File: src/rtl/xbar_master_port.sv
`default_nettype none
// ============================================================================
// Module : xbar_master_port
// Master-side crossbar input stage: FIFO buffering, slave decode from an
// address bit, and request/grant/ack sequencing toward the per-slave arbiters.
// Rev    : 1.0
// ============================================================================
module xbar_master_port #(
  parameter int DATA_W  = 32,
  parameter int ADDR_W  = 32,
  parameter int DEPTH   = 4,
  parameter int SEL_BIT = ADDR_W - 1
) (
  input  logic              clock,
  input  logic              reset,
  input  logic              m_valid,
  output logic              m_ready,
  input  logic [ADDR_W-1:0] m_addr,
  input  logic [DATA_W-1:0] m_wdata,
  input  logic              m_write,
  output logic [1:0]        request,
  input  logic [1:0]        grant,
  output logic              s_valid,
  output logic [ADDR_W-1:0] s_addr,
  output logic [DATA_W-1:0] s_wdata,
  output logic              s_write,
  input  logic [1:0]        s_ack,
  output logic              err
);

  localparam int c_ptr_w = $clog2(DEPTH);
  localparam int c_cnt_w = c_ptr_w + 1;
  localparam logic [c_cnt_w-1:0] c_full = c_cnt_w'(DEPTH);

  typedef enum logic [1:0] {
    IDLE = 2'd0,
    REQ  = 2'd1,
    XFER = 2'd2
  } state_t;

  // FIFO storage and pointers
  logic [ADDR_W-1:0]  addr_q  [DEPTH];
  logic [DATA_W-1:0]  wdata_q [DEPTH];
  logic [DEPTH-1:0]   write_q;
  logic [DEPTH-1:0]   tgt_q;
  logic [c_ptr_w-1:0] wr_ptr_q;
  logic [c_ptr_w-1:0] rd_ptr_q;
  logic [c_cnt_w-1:0] count_q;

  state_t      state_q, state_d;
  logic [1:0]  request_q, request_d;
  logic        s_valid_q, s_valid_d;
  logic        err_q, err_d;

  logic        w_push;
  logic        w_pop;
  logic        w_head_tgt;
  logic        w_other_tgt;
  logic [1:0]  w_tgt_onehot;
  logic        w_grant_err;
  logic        w_ack_err;

  assign m_ready      = (count_q != c_full);
  assign w_push       = m_valid && m_ready;
  assign w_head_tgt   = tgt_q[rd_ptr_q];
  assign w_other_tgt  = ~w_head_tgt;
  assign w_tgt_onehot = w_head_tgt ? 2'b10 : 2'b01;
  assign w_pop        = (state_q == XFER) && s_ack[w_head_tgt];

  assign s_addr  = addr_q[rd_ptr_q];
  assign s_wdata = wdata_q[rd_ptr_q];
  assign s_write = write_q[rd_ptr_q];
  assign request = request_q;
  assign s_valid = s_valid_q;
  assign err     = err_q;

  // Payload storage needs no reset; contents are qualified by count_q.
  always_ff @(posedge clock) begin
    if (w_push) begin
      addr_q[wr_ptr_q]  <= m_addr;
      wdata_q[wr_ptr_q] <= m_wdata;
      write_q[wr_ptr_q] <= m_write;
    end
  end

  always_ff @(posedge clock) begin
    if (reset) begin
      tgt_q    <= '0;
      wr_ptr_q <= '0;
      rd_ptr_q <= '0;
      count_q  <= '0;
    end else begin
      if (w_push) begin
        tgt_q[wr_ptr_q] <= m_addr[SEL_BIT];
        wr_ptr_q        <= wr_ptr_q + c_ptr_w'(1);
      end
      if (w_pop) begin
        rd_ptr_q <= rd_ptr_q + c_ptr_w'(1);
      end
      case ({w_push, w_pop})
        2'b10:   count_q <= count_q + c_cnt_w'(1);
        2'b01:   count_q <= count_q - c_cnt_w'(1);
        default: count_q <= count_q;
      endcase
    end
  end

  // Misdirected grant/ack bits only raise the sticky flag; they never steer the FSM.
  assign w_grant_err = ((state_q == REQ) || (state_q == XFER)) && grant[w_other_tgt];
  assign w_ack_err   = ((s_ack != 2'b00) && (state_q != XFER)) || s_ack[w_other_tgt];

  always_comb begin
    state_d   = state_q;
    request_d = request_q;
    s_valid_d = s_valid_q;
    err_d     = err_q | w_grant_err | w_ack_err;
    case (state_q)
      IDLE: begin
        if (count_q != '0) begin
          state_d   = REQ;
          request_d = w_tgt_onehot;
        end
      end
      REQ: begin
        if (grant[w_head_tgt]) begin
          state_d   = XFER;
          s_valid_d = 1'b1;
        end
      end
      XFER: begin
        // Always fall back to IDLE so the arbiter sees a request gap.
        if (s_ack[w_head_tgt]) begin
          state_d   = IDLE;
          request_d = 2'b00;
          s_valid_d = 1'b0;
        end
      end
      default: begin
        state_d   = IDLE;
        request_d = 2'b00;
        s_valid_d = 1'b0;
      end
    endcase
  end

  always_ff @(posedge clock) begin
    if (reset) begin
      state_q   <= IDLE;
      request_q <= 2'b00;
      s_valid_q <= 1'b0;
      err_q     <= 1'b0;
    end else begin
      state_q   <= state_d;
      request_q <= request_d;
      s_valid_q <= s_valid_d;
      err_q     <= err_d;
    end
  end

endmodule
`default_nettype wire

File: config.mk
export PLATFORM = sky130hd
export DESIGN_NAME = xbar_master_port
export DESIGN_NICKNAME = d
export VERILOG_FILES = /design/src/rtl/xbar_master_port.sv
export SDC_FILE = /design/constraint.sdc
export NUM_CORES = 1
export LEC_CHECK = 0
export CORE_UTILIZATION = 35
export CTS_CLUSTER_DIAMETER = 50
export DETAILED_ROUTE_END_ITERATION = 10
export MAX_ROUTING_LAYER = met4
export PLACE_DENSITY = 0.57
export SETUP_SLACK_MARGIN = 0.05
export SYNTH_ARGS = -nofsm -noshare
export SYNTH_HDL_FRONTEND = slang
export SYNTH_SLANG_ARGS = --single-unit
export TNS_END_PERCENT = 5
File: constraint.sdc
create_clock -name clock -period 2.8 [get_ports clock]
set_clock_uncertainty 0.15 [all_clocks]
set_input_delay 0.28 -clock clock [delete_from_list [all_inputs] [get_ports clock]]
set_output_delay 0.28 -clock clock [all_outputs]
set_load 0.05 [all_outputs]
==> run_summary.xml, run 1 <==
<?xml version="1.0" encoding="UTF-8"?>
<metrics>
  <group name="global_routing">
    <metric name="largest_net_degree_at_the_start_of_global_routing" unit="">44</metric>
    <metric name="track_usage" unit="">0.144</metric>
    <metric name="global_route_wire_length_before_repair" unit="mm">32.0</metric>
    <metric name="grt_antenna_before_repair" unit="">2</metric>
    <metric name="via_count_of_the_first_global_routing_pass" unit="">5532</metric>
    <metric name="final_global_route_overflow_total" unit="">0</metric>
  </group>
  <group name="synth">
    <metric name="number_of_synthesized_flops_with_an_enable_pin" unit="">260</metric>
    <metric name="synthSimpleGateAreaFrac" unit="">0.0164</metric>
    <metric name="ys_top_cells_by_area" unit="">edfxtp_1 (75%), mux4_2 (14%), dfxtp_1 (3.6%)</metric>
    <metric name="yosys_most_used_dff" unit="">edfxtp_1</metric>
    <metric name="synth.distinct_cells" unit="">39</metric>
    <metric name="syn_area_per_cell" unit="sq um">23.2</metric>
    <metric name="yosys.area_share.adder" unit="">0.0115</metric>
    <metric name="synth_sequential_area_ratio" unit="">0.786</metric>
    <metric name="synth_top_cells_by_count" unit="">edfxtp_1 (260), mux4_2 (65), dfxtp_1 (19)</metric>
    <metric name="post_synth_xor_area_fraction" unit="">0.00252</metric>
    <metric name="ys_ff_latch" unit="">279</metric>
    <metric name="total_of_warnings_raised_by_yosys" unit="">0</metric>
    <metric name="async_reset_ff_frac" unit="">0</metric>
    <metric name="netlist_area" unit="sq mm">0.0104</metric>
    <metric name="synth_cells" unit="">450</metric>
    <metric name="post-synth-top-count-cell" unit="">edfxtp_1</metric>
    <metric name="post-synth-top-area-fraction" unit="">0.749</metric>
    <metric name="post_synthesis_compound_gate_area_fraction" unit="">0.0131</metric>
    <metric name="synth_top_family_by_area" unit="">multiplexers</metric>
    <metric name="yosys.area.top_type" unit="">edfxtp_1</metric>
    <metric name="yosys-mux-area-fraction" unit="">0.159</metric>
    <metric name="syn_nets" unit="">531</metric>
  </group>
  <group name="routing">
    <metric name="route.final.wire_length" unit="mm">20.9</metric>
    <metric name="detail_route.wl_per_cell" unit="microns">20.2</metric>
    <metric name="drtAntennaViolNets" unit="">0</metric>
    <metric name="drc" unit="">0</metric>
    <metric name="post_drt_via_cell_ratio" unit="">4.92</metric>
    <metric name="firstDrtPassIters" unit="">4</metric>
    <metric name="vias" unit="">5080</metric>
    <metric name="drt_iter0_markers" unit="">266</metric>
  </group>
  <group name="finish">
    <metric name="n_fill_cell" unit="">2432</metric>
    <metric name="finalInstanceArea" unit="sq mm">0.0134</metric>
    <metric name="post_route_cells_drive_above_1_share" unit="">0.325</metric>
    <metric name="finalNetCount" unit="">704</metric>
    <metric name="syn2layout_area_growth" unit="%">28.9</metric>
  </group>
  <group name="worst_setup_path">
    <metric name="timing.critical_path.cells" unit="">mux4_2, mux2i_4, nor2_1, ha_2, fa_1, xnor2_1, or3_1, a21oi_1</metric>
    <metric name="critical_path_at" unit="ps">2870</metric>
    <metric name="timing.critical_path.slowest_stage_cell" unit="">mux4_2</metric>
    <metric name="cp_data_required_time" unit="ps">3050</metric>
    <metric name="crit_path_end_kind" unit="">flop</metric>
    <metric name="critical_path_class" unit="">reg -&gt; reg</metric>
    <metric name="worst_path_largest_cell_delay" unit="ps">570</metric>
    <metric name="critPathMaxFanout" unit="">2</metric>
    <metric name="critical_path.startpoint_type" unit="">flop</metric>
  </group>
  <group name="timing">
    <metric name="finalCritPeriodShare" unit="">0.936</metric>
    <metric name="final-max-slew-violation-count" unit="">0</metric>
    <metric name="worstMarginPinSlew" unit="ps">701</metric>
    <metric name="final_hold_viol_count" unit="">0</metric>
    <metric name="period_minus_slack" unit="ps">2620</metric>
    <metric name="timing.fmax" unit="MHz">382</metric>
    <metric name="fin_tns_setup" unit="ps">0</metric>
    <metric name="setup-violations-final" unit="">0</metric>
    <metric name="grt_setup_unrepaired" unit="">false</metric>
    <metric name="maxSlewHeadroom" unit="">0.531</metric>
  </group>
  <group name="place">
    <metric name="dp_hpwl" unit="mm">13.0</metric>
    <metric name="placement.io_buffers" unit="">141</metric>
    <metric name="placedInstanceArea" unit="sq mm">0.0123</metric>
    <metric name="final_weighted_congestion_of_routability_driven_global_placement" unit="">0.758</metric>
  </group>
  <group name="worst_hold_path">
    <metric name="hold_path_class" unit="">in -&gt; reg</metric>
  </group>
  <group name="cts">
    <metric name="post_cts.repair.setup_buffers" unit="">0</metric>
    <metric name="cts_buffers" unit="">34</metric>
    <metric name="cts-root-buf" unit="">clkbuf_16</metric>
    <metric name="cts_buffer_depth" unit="">3</metric>
    <metric name="tritoncts_clock_tree" unit="">yes</metric>
    <metric name="clock_sink_count" unit="">279</metric>
    <metric name="cts.clk_slew.worst_paths" unit="ps">60</metric>
    <metric name="worstSkewPairLatency" unit="ps">480</metric>
    <metric name="cts_hold_buf" unit="">0</metric>
    <metric name="clock_tree.htree_level_count" unit="">2</metric>
  </group>
  <group name="die">
    <metric name="die_area" unit="sq mm">0.0305</metric>
    <metric name="chipHeight" unit="microns">175</metric>
    <metric name="rows" unit="">62</metric>
    <metric name="design.core.area" unit="sq mm">0.0290</metric>
    <metric name="floorplan.initialDensity" unit="">0.359</metric>
    <metric name="floorplan.io_pins" unit="">142</metric>
    <metric name="die_width" unit="microns">175</metric>
  </group>
  <group name="power">
    <metric name="worst_ir_drop_vdd" unit="uV">528</metric>
    <metric name="cellLeakagePower" unit="uW">0.00437</metric>
    <metric name="power-per-cell-area" unit="mW/mm^2">869</metric>
  </group>
  <group name="job">
    <metric name="max-cap-violations" unit="">0</metric>
  </group>
  <group name="outcome">
    <metric name="status" unit="">finished clean</metric>
  </group>
</metrics>
-- per-layer routing --
layer | vias up | global-route usage | part of all wire
met5 | - | - | 0
met2 | 159 | 0.228 | 0.49
li1 | 2242 | - | -
met1 | 2640 | 0.182 | 0.43
met4 | 0 | 0.0409 | 0.022
met3 | 39 | 0.0365 | 0.065
-- power breakdown --
part / leakage (uW) / internal (uW) / switching, uW
logic: 0.00130 / 939 / 1540
registers: 0.00254 / 4910 / 104
clock network: 0.000524 / 2580 / 1600
-- stage by stage --
stage	hold slack, ps	utilization	setup WS [ps]	power (uW)	instances
3_5_place_dp	311	0.425	169	7620	971
3_3_place_gp	312	0.425	220	7570	971
6_report	272	0.463	181	11700	1032
4_1_cts	241	0.463	153	11800	1030
2_1_floorplan	229	-	102	6750	450
5_1_grt	251	0.463	97.4	12100	1032
-- placed cells by master (no fill, tap or decap), drive strengths merged, types with 2 or more instances in the layout --
cell,instances
clkdlybuf4s50,76
nand2,3
ha,8
a21oi,10
o31ai,2
nand3b,2
nor2,9
xnor2,2
buf,81
nand2b,2
mux2i,11
mux2,4
dfxtp,19
a211oi,2
mux4,66
or3,3
and3,4
nor3b,2
o21ai,3
diode,2
clkbuf,43
inv,10
bufinv,3
clkinv,7
edfxtp,260
-- flip-flops by register name, indices dropped and copies added (netlist names), named ones only --
name	flops
wdata_q	128
tgt_q	4
request	2
err	1
state_q	2
count_q	3
rd_ptr_q	2
write_q	4
wr_ptr_q	2
addr_q	128
s_valid	1
-- worst max-delay path: cells and delay by family, from the launching register on --
kind | cells | cell delay, ps
AO/OA/AOI/OAI | 1 | 160
XOR/XNOR | 1 | 150
adder cells (fa/ha/maj) | 2 | 570
flip-flops | 1 | 360
multiplexers | 2 | 760
AND/OR/NAND/NOR | 2 | 380
-- what timing repair did --
action                     CTS  global route
setup endpoints to repair    1             1
hold endpoints to repair     0             0
pin swaps                    0             0
cloned                       0             0
resized for setup            1             1
-- final timing paths --
check | depth (start not counted) | start | slack (ps) | to
max reg2reg | 8 | rd_ptr_q[0]$_SDFFE_PP0N_ | 180 | count_q[2]$_SDFFE_PP0P_
min reg2reg | 2 | request[0]$_SDFFE_PP0P_ | 320 | request[0]$_SDFFE_PP0P_
min | 1 | m_wdata[29] | 270 | wdata_q[0][29]$_DFFE_PP_
max | 8 | rd_ptr_q[0]$_SDFFE_PP0N_ | 180 | count_q[2]$_SDFFE_PP0P_
-- cells by family (layout without fill, tap and decap cells) --
logic type | after synthesis | after routing
compound gates | 22 | 22
xor+xnor | 3 | 3
fa+ha+maj | 9 | 9
buf+inv | 26 | 222
flops | 279 | 279
mux | 81 | 81
other cells | 0 | 2
simple gates | 30 | 30
-- cell type report --
class	count	area, sq um	area share
Sequential cell	279	8200	0.610
Tap cell	384	480	0.0358
Antenna cell	2	5.00	0.000373
Clock buffer	43	906	0.0674
Multi-Input combinational cell	145	2130	0.159
Clock inverter	16	175	0.0130
Inverter	5	18.8	0.00140
Timing Repair Buffer	158	1520	0.113
(Power assumes the default switching activity.)
==> run 2, diff against run 1 <==
==> constraint.sdc (replaced) <==
create_clock -name clock -period 2.8 [get_ports clock]
set_clock_uncertainty 0.15 [all_clocks]
set_input_delay 0.28 -clock clock [delete_from_list [all_inputs] [get_ports clock]]
set_output_delay 0.28 -clock clock [all_outputs]
set_load 0.02 [all_outputs]
==> run_summary.xml, run 2 (synthesis results as in run 1) <==
<?xml version="1.0" encoding="UTF-8"?>
<metrics>
  <group name="place">
    <metric name="pre_cts_slack" unit="ps">221</metric>
    <metric name="placement.io_buffers" unit="">141</metric>
    <metric name="dp_hpwl" unit="mm">12.4</metric>
    <metric name="final_weighted_congestion_of_routability_driven_global_placement" unit="">0.751</metric>
    <metric name="post-place-cells" unit="">969</metric>
  </group>
  <group name="global_routing">
    <metric name="global_route_wire_length_before_repair" unit="mm">31.1</metric>
    <metric name="via_count_of_the_first_global_routing_pass" unit="">5477</metric>
    <metric name="final_global_route_overflow_total" unit="">0</metric>
    <metric name="track_usage" unit="">0.138</metric>
    <metric name="largest_net_degree_at_the_start_of_global_routing" unit="">67</metric>
    <metric name="grt_antenna_before_repair" unit="">1</metric>
  </group>
  <group name="timing">
    <metric name="period_minus_slack" unit="ps">2680</metric>
    <metric name="setup-violations-final" unit="">0</metric>
    <metric name="worstMarginPinSlew" unit="ps">689</metric>
    <metric name="timing.fmax" unit="MHz">373</metric>
    <metric name="fin_ws" unit="ps">116</metric>
    <metric name="fin_tns_setup" unit="ps">0</metric>
    <metric name="final_hold_viol_count" unit="">0</metric>
    <metric name="maxSlewHeadroom" unit="">0.539</metric>
    <metric name="final-max-slew-violation-count" unit="">0</metric>
    <metric name="finalCritPeriodShare" unit="">0.959</metric>
    <metric name="grt_setup_unrepaired" unit="">true</metric>
  </group>
  <group name="die">
    <metric name="chipHeight" unit="microns">175</metric>
    <metric name="design.core.area" unit="sq mm">0.0290</metric>
    <metric name="floorplan.initialDensity" unit="">0.359</metric>
    <metric name="floorplan.io_pins" unit="">142</metric>
    <metric name="rows" unit="">62</metric>
    <metric name="die_width" unit="microns">175</metric>
    <metric name="die_area" unit="sq mm">0.0305</metric>
  </group>
  <group name="finish">
    <metric name="final_common_cell" unit="">edfxtp_1</metric>
    <metric name="most-common-layout-cells" unit="">edfxtp_1 (260), clkdlybuf4s50_1 (85), mux4_2 (65)</metric>
    <metric name="syn2layout_area_growth" unit="%">29.2</metric>
    <metric name="post_route_cells_drive_above_1_share" unit="">0.223</metric>
    <metric name="sequential_area" unit="sq mm">0.00820</metric>
    <metric name="multi_input_comb_area" unit="sq mm">0.00213</metric>
    <metric name="n_fill_cell" unit="">2462</metric>
    <metric name="largestRegisters" unit="">addr_q: 128 flops, wdata_q: 128 flops</metric>
    <metric name="finalNetCount" unit="">702</metric>
    <metric name="finalNonFillerCells" unit="">1032</metric>
  </group>
  <group name="cts">
    <metric name="cts_hold_buf" unit="">0</metric>
    <metric name="clock_tree.htree_level_count" unit="">1</metric>
    <metric name="cts.clk_slew.worst_paths" unit="ps">60</metric>
    <metric name="cts_buffers" unit="">31</metric>
    <metric name="worstSkewPairLatency" unit="ps">550</metric>
    <metric name="clock_sink_count" unit="">279</metric>
    <metric name="cts_buffer_depth" unit="">3</metric>
    <metric name="tritoncts_clock_tree" unit="">yes</metric>
    <metric name="cts-root-buf" unit="">clkbuf_16</metric>
  </group>
  <group name="power">
    <metric name="cellLeakagePower" unit="uW">0.00437</metric>
    <metric name="power-per-cell-area" unit="mW/mm^2">805</metric>
    <metric name="worst_ir_drop_vdd" unit="uV">591</metric>
    <metric name="design_power_total" unit="uW">10800</metric>
  </group>
  <group name="routing">
    <metric name="route.final.wire_length" unit="mm">20.3</metric>
    <metric name="drc" unit="">0</metric>
    <metric name="drtAntennaViolNets" unit="">0</metric>
    <metric name="drt_iter0_markers" unit="">282</metric>
    <metric name="post_drt_via_cell_ratio" unit="">4.89</metric>
    <metric name="vias" unit="">5051</metric>
    <metric name="detail_route.wl_per_cell" unit="microns">19.7</metric>
    <metric name="firstDrtPassIters" unit="">4</metric>
  </group>
  <group name="job">
    <metric name="max-cap-violations" unit="">0</metric>
  </group>
  <group name="worst_setup_path">
    <metric name="critical_path_at" unit="ps">2250</metric>
    <metric name="rrSetupSlack" unit="ps">220</metric>
    <metric name="critical_path.startpoint_type" unit="">flop</metric>
    <metric name="critPathMaxFanout" unit="">15</metric>
    <metric name="critical_path_class" unit="">reg -&gt; out</metric>
    <metric name="cp_data_required_time" unit="ps">2370</metric>
    <metric name="crit_path_end_kind" unit="">primary output</metric>
  </group>
  <group name="worst_hold_path">
    <metric name="hold_path_class" unit="">in -&gt; reg</metric>
  </group>
  <group name="outcome">
    <metric name="status" unit="">finished clean</metric>
  </group>
</metrics>
run 2: cell count changes in the layout (fill, tap and decap cells not counted), sizes merged:
cell,delta
dlymetal6s2s,+1
dlygate4sd2,+54
clkinvlp,+1
buf,-63
clkinv,+6
inv,-2
clkbuf,-6
clkdlybuf4s50,+9
run 2: power by group:
| group | total (uW) | switching (uW) | internal [uW] | leakage, uW |
|---|---|---|---|---|
| logic | 1900 | 1000 | 899 | 0.00134 |
| clock network | 3930 | 1600 | 2330 | 0.000490 |
| registers | 5010 | 102 | 4900 | 0.00254 |
| total | 10800 | 2710 | 8130 | 0.00437 |
run 2: routing by layer:
layer | up-vias | global-route usage | wire length [microns]
li1 | 2244 | - | -
met1 | 2631 | 0.171 | 8660
met2 | 146 | 0.230 | 9990
met3 | 30 | 0.0326 | 1310
met4 | 0 | 0.0297 | 363
met5 | - | - | 0
run 2: area by class of cell:
| type | count | share of cell area |
|---|---|---|
| clock buffers | 37 | 0.0593 |
| flip-flops and latches | 279 | 0.609 |
| inverters | 5 | 0.00139 |
| multi-input cells | 145 | 0.158 |
| repair buffers | 159 | 0.120 |
| well taps | 384 | 0.0357 |
| diodes | 2 | 0.000372 |
| clock inverters | 21 | 0.0158 |
run 2: worst paths after layout:
check / from / cells past startpoint / end
setup / recovery: flop / 3 / s_wdata[26]
hold / removal: m_wdata[29] / 1 / wdata_q[0][29]$_DFFE_PP_
setup reg to reg: rd_ptr_q[0]$_SDFFE_PP0N_ / 8 / count_q[2]$_SDFFE_PP0P_
hold reg to reg: request[0]$_SDFFE_PP0P_ / 2 / request[0]$_SDFFE_PP0P_
run 2: metrics by stage:
| stage | hold WS [ps] | utilization | area, sq um |
|---|---|---|---|
| CTS | 176 | 0.463 | 13400 |
| detailed placement | 319 | 0.430 | 12500 |
| global placement | 315 | 0.430 | 12500 |
| finish | 204 | 0.464 | 13500 |
| floorplan | 229 | - | 10400 |
| global route | 180 | 0.464 | 13500 |
run 2: repair_timing:
| action | 4_1_cts | 5_1_grt |
|---|---|---|
| buffers inserted | 1 | 2 |
| endpoints found under the setup margin | 60 | 9 |
| resized for setup | 56 | 1 |
| gates cloned | 0 | 0 |
run 2: critical path, stage by stage, from the launching register on:
cell and delay, ps:
dfxtp_4 430, buf_12 200, mux4_2 500, clkdlybuf4s50_1 560
